==> config.mk <==
export PLATFORM = sky130hd
export DESIGN_NAME = pc_fetch
export DESIGN_NICKNAME = d
export VERILOG_FILES = /design/src/rtl/pc_fetch.sv
export SDC_FILE = /design/constraint.sdc
export NUM_CORES = 1
export LEC_CHECK = 0
export ABC_AREA = 1
export CAP_MARGIN = 10
export CORE_UTILIZATION = 44
export DETAILED_ROUTE_END_ITERATION = 8
export PLACE_DENSITY_LB_ADDON = 0.12
export RECOVER_POWER = 25
export SLEW_MARGIN = 20
export SYNTH_ARGS = -nofsm -noshare
export SYNTH_HDL_FRONTEND = slang
export SYNTH_SLANG_ARGS = --single-unit
==> constraint.sdc <==
create_clock -name clk -period 4.69 [get_ports clk]
set_clock_uncertainty 0.05 [all_clocks]
set_input_delay 1.407 -clock clk [delete_from_list [all_inputs] [get_ports clk]]
set_output_delay 1.407 -clock clk [all_outputs]
set_load 0.005 [all_outputs]
==> src/rtl/pc_fetch.sv <==
// Instruction fetch stage: one outstanding read at a time, holds the fetched
// word until decode takes it, and redirects on branch/jump from execute.
module pc_fetch #(
    parameter logic [31:0] RESET_PC = 32'h00000000
) (
    input  logic        clk,
    input  logic        rst,
    input  logic        b_flag_i,
    input  logic [31:0] b_target_addr_i,
    input  logic        stall_i,
    output logic        mem_req_o,
    output logic [31:0] mem_addr_o,
    input  logic        mem_ack_i,
    input  logic [31:0] mem_data_i,
    output logic [31:0] pc_o,
    output logic [31:0] inst_o,
    output logic        inst_valid_o,
    output logic        stall_req_o
);

    typedef enum logic [1:0] {
        IDLE = 2'd0,
        REQ  = 2'd1,
        HOLD = 2'd2
    } state_t;

    state_t      state;
    logic [31:0] fetch_pc;
    logic [31:0] redirect_addr;
    logic        kill;
    logic [31:0] target;

    assign target      = {b_target_addr_i[31:2], 2'b00};
    assign mem_addr_o  = fetch_pc;
    assign stall_req_o = (state == REQ) && !mem_ack_i;

    always_ff @(posedge clk or posedge rst) begin
        if (rst) begin
            state         <= IDLE;
            fetch_pc      <= RESET_PC;
            redirect_addr <= '0;
            kill          <= 1'b0;
            mem_req_o     <= 1'b0;
            pc_o          <= '0;
            inst_o        <= '0;
            inst_valid_o  <= 1'b0;
        end else begin
            case (state)
                IDLE: begin
                    if (b_flag_i) begin
                        fetch_pc <= target;
                    end
                    state     <= REQ;
                    mem_req_o <= 1'b1;
                end
                REQ: begin
                    if (b_flag_i) begin
                        if (mem_ack_i) begin
                            fetch_pc <= target;
                            kill     <= 1'b0;
                        end else begin
                            // The bus read cannot be withdrawn; remember where to go once it lands.
                            kill          <= 1'b1;
                            redirect_addr <= target;
                        end
                    end else if (mem_ack_i) begin
                        if (kill) begin
                            fetch_pc <= redirect_addr;
                            kill     <= 1'b0;
                        end else begin
                            inst_o       <= mem_data_i;
                            pc_o         <= fetch_pc;
                            inst_valid_o <= 1'b1;
                            fetch_pc     <= fetch_pc + 32'd4;
                            state        <= HOLD;
                            mem_req_o    <= 1'b0;
                        end
                    end
                end
                HOLD: begin
                    if (b_flag_i) begin
                        fetch_pc     <= target;
                        inst_valid_o <= 1'b0;
                        state        <= REQ;
                        mem_req_o    <= 1'b1;
                    end else if (!stall_i) begin
                        inst_valid_o <= 1'b0;
                        state        <= REQ;
                        mem_req_o    <= 1'b1;
                    end
                end
                default: begin
                    state     <= IDLE;
                    mem_req_o <= 1'b0;
                end
            endcase
        end
    end

endmodule

==> parameters.txt <==
Parameter                              Value

Outcome
  Result of the run ... complete, but fails checks
  Violations in the final reports ... max-capacitance violations, max-slew violations

STA
  Slew @ Worst Pin ... 1600 ps
  Max Fclk ... between 0.2 and 0.25 GHz
  Time the final worst path needs with I/O delays and setup ... 4070 ps
  RSZ-0062 raised after global routing ... false
  Final worst path period share ... 0.867
  Endpoints failing setup ... 0
  Tightest hold margin ... 418 ps
  Setup TNS ... 0 ps
  Hold Vio Cnt, Final ... 0
  Slew HR ... -0.0694
  Count of final max-slew check failures ... 36

Critical path
  Crit Path Category ... in -> out
  Crit path launch type ... input port
  Required time of the critical path ... 3230 ps
  Number of cells on the worst reg-to-reg path ... 9
  Category of the worst setup path capture point ... primary output
  Arrival time reported for the critical path endpoint ... 2610 ps
  Biggest fanout along the worst timing path ... 3
  RR Endpoint ... pc_o[15]
  Startpoint of the most critical register-to-register path ... state[0]
  Register-to-register setup slack ... 2100 ps

Logic synthesis
  Library cell occupying the most area in the post-synthesis netlist ... sky130_fd_sc_hd__dfrtp_1
  Number of register bits inferred by synthesis ... 126
  Most numerous cell in the Yosys netlist ... sky130_fd_sc_hd__nand2_1
  Cell count after synthesis ... 823
  Fraction of registers with async set or reset after synthesis ... 1.00
  Cell area after synthesis ... 6290 um2
  Leading register cell type out of synthesis ... sky130_fd_sc_hd__dfrtp_1
  Top cell type's share of synthesized area ... 0.501
  Netlist cell types ... 30
  Number of synthesized flops with an enable pin ... 0
  Count of warnings emitted by yosys ... 0
  Area contributors post-synth ... sky130_fd_sc_hd__dfrtp_1 (50%), sky130_fd_sc_hd__nand2_1 (14%), sky130_fd_sc_hd__nor2_1 (6.1%), sky130_fd_sc_hd__nand3_1 (5.8%), sky130_fd_sc_hd__o21ai_0 (4.9%)
  Most frequent cells after synthesis ... sky130_fd_sc_hd__nand2_1 (240), sky130_fd_sc_hd__dfrtp_1 (126), sky130_fd_sc_hd__nor2_1 (103)
  Mean post-synth cell area ... 7.64 um2
  Proportion of synthesized chip area in sequential cells ... 0.501

Cells and area
  Diode count ... 0
  Area overhead of the layout relative to synthesis ... 37.7%
  # nets final ... 1043
  Fraction of layout instances using a drive strength above 1 ... 0.0589
  Fill cell instance count of the final layout ... roughly 1300

Die
  Die X ... 122 um
  CORE AREA ... 13900 um2
  Number of cell rows ... 43
  Total Die Area ... 14800 um2
  Initial core utilization ... 0.451
  IO Pins ... 168
  DIE HEIGHT ... 122 um

Clocking
  Number of clock buffers inserted by TritonCTS ... 17
  Clock slew at the register clock pins of the worst setup and hold paths ... 60 ps
  Cts repair resizes ... 0
  Setup repair bufs after CTS ... 0
  Clock tree from TritonCTS ... built
  H-tree lvl count ... 4
  Hold buffer count at CTS ... 0
  Clock sink count ... 126
  Clock root buffer ... sky130_fd_sc_hd__clkbuf_16
  Clock latency of the later-clocked register in the worst-skew pair ... 420 ps
  Maximum buffer depth of the clock tree ... 2

Route
  Routed wire length per instance ... 15.0 um
  Number of vias after detailed routing ... 5816
  DR iter-0 viols ... ~470
  Drt first pass iters ... 5
  Drc violations ... 0
  Total length of routed wires ... 17400 um
  Post-route ant nets ... 0
  Vias per Instance ... approximately 5.0

Global route
  Total congestion overflow ... 0
  Largest net degree at the start of global routing ... 92
  Global-route total usage across every layer ... 0.249
  Number of antenna violations at the first check in global routing ... 0
  Vias in the first global route ... 5375
  Wire length of the first global-routing pass ... 27900 um

Pwr
  Leak Pwr ... 4.12 nW
  Pwr dens ... 722 nW/um2
  Maximum vdd drop ... 0.000594 V

Min path
  Hold-critical path depth ... 2
  Kind of path behind the tightest hold check ... reg -> reg
  Min-Delay Endpoint ... inst_o[23]
  Launch instance of the worst min-delay path ... inst_o[23]

Placement
  Number of port buffers ... 161
  GP Congestion ... 0.875
  HPWL after DPL ... 12300 um

Run
  Count of maximum capacitance violations ... 1
[per-layer routing]
layer | vias to the layer above | global-route usage | wire, um
met5 | - | 0 | 0
met4 | 0 | 0.0872 | 278
met3 | 20 | 0.0562 | 1050
met2 | 174 | 0.363 | 7810
met1 | 2695 | 0.363 | 8290
li1 | 2927 | - | -
[layout make-up]
class                   instances  area [um2]  share of cell area
well taps                     180         225              0.0260
flip-flops and latches        126        3150               0.364
clock inverters                10         163              0.0188
clock buffers                  21         460              0.0532
repair buffers                171        1720               0.199
multi-input cells             579        2640               0.305
inverters                      78         294              0.0340
[registers in the layout, summed over array words and instances, names as in the netlist]
signal         flops
kill               1
mem_addr_o        30
state              2
pc_o              30
inst_o            32
inst_valid_o       1
redirect_addr     30
[where the power goes]
group          leakage (nW)  switching (W)  internal, W
Combinational          2.29        0.00142      0.00131
Clock                 0.299       0.000480     0.000913
Sequential             1.53       0.000491      0.00163
Total                  4.12        0.00240      0.00386
[worst max-delay path, stage by stage]
cell and delay (ps):
sky130_fd_sc_hd__clkdlybuf4s50_1 430, sky130_fd_sc_hd__nor3_2 230, sky130_fd_sc_hd__clkdlybuf4s50_1 540
[logic make-up (layout without fill, tap and decap cells)]
logic type,Yosys count,count (layout),share of synthesized area
adders and majority gates,1,1,0.00199
muxes,11,11,0.0197
and+or+nand+nor,424,424,0.274
xor gates and xnor gates,8,8,0.0111
other,1,4,0.000596
DFF,126,126,0.501
buffers and inverters,121,280,0.0812
AOI/OAI and AO/OA,131,131,0.110
[per-stage QoR]
| step | instance area [um2] | utilization | total power (W) | cells | setup WS, ps |
|---|---|---|---|---|---|
| 6_report | 8660 | 0.621 | 0.00625 | 1165 | 622 |
| 5_1_grt | 8660 | 0.621 | 0.00672 | 1165 | 540 |
| 4_1_cts | 8670 | 0.622 | 0.00629 | 1165 | 620 |
| 3_5_place_dp | 8040 | 0.577 | 0.00488 | 1134 | 634 |
| 3_3_place_gp | 8040 | 0.577 | 0.00482 | 1134 | 642 |
| 2_1_floorplan | 6300 | - | 0.00354 | 826 | 1620 |
[cells in the final DEF, fill, tap and decap left out, drive strengths merged, types with 3 or more instances in the layout]
cell type,synthesis,layout
conb,1,4
clkinvlp,0,3
nand2,241,241
buf,26,9
clkdlybuf4s50,0,160
o21ai,91,91
inv,78,77
bufinv,0,4
o211ai,3,3
dfrtp,126,126
clkinv,0,4
nand4,3,3
mux2,11,11
a21oi,30,30
clkbuf,17,22
nand3,73,73
o22ai,4,4
nor2,104,104
xor2,8,8
[how the worst max path moves through the flow]
stage          startpoint     endpoint  slack (ps)  depth (start not counted)
6_report        mem_ack_i  stall_req_o         620                          3
5_1_grt         mem_ack_i  stall_req_o         540                          3
4_1_cts         mem_ack_i  stall_req_o         620                          3
3_5_place_dp    mem_ack_i  stall_req_o         630                          3
3_3_place_gp    mem_ack_i  stall_req_o         640                          3
2_1_floorplan   mem_ack_i  stall_req_o        1620                          1
Note: power is estimated with default switching activity, not from simulation.
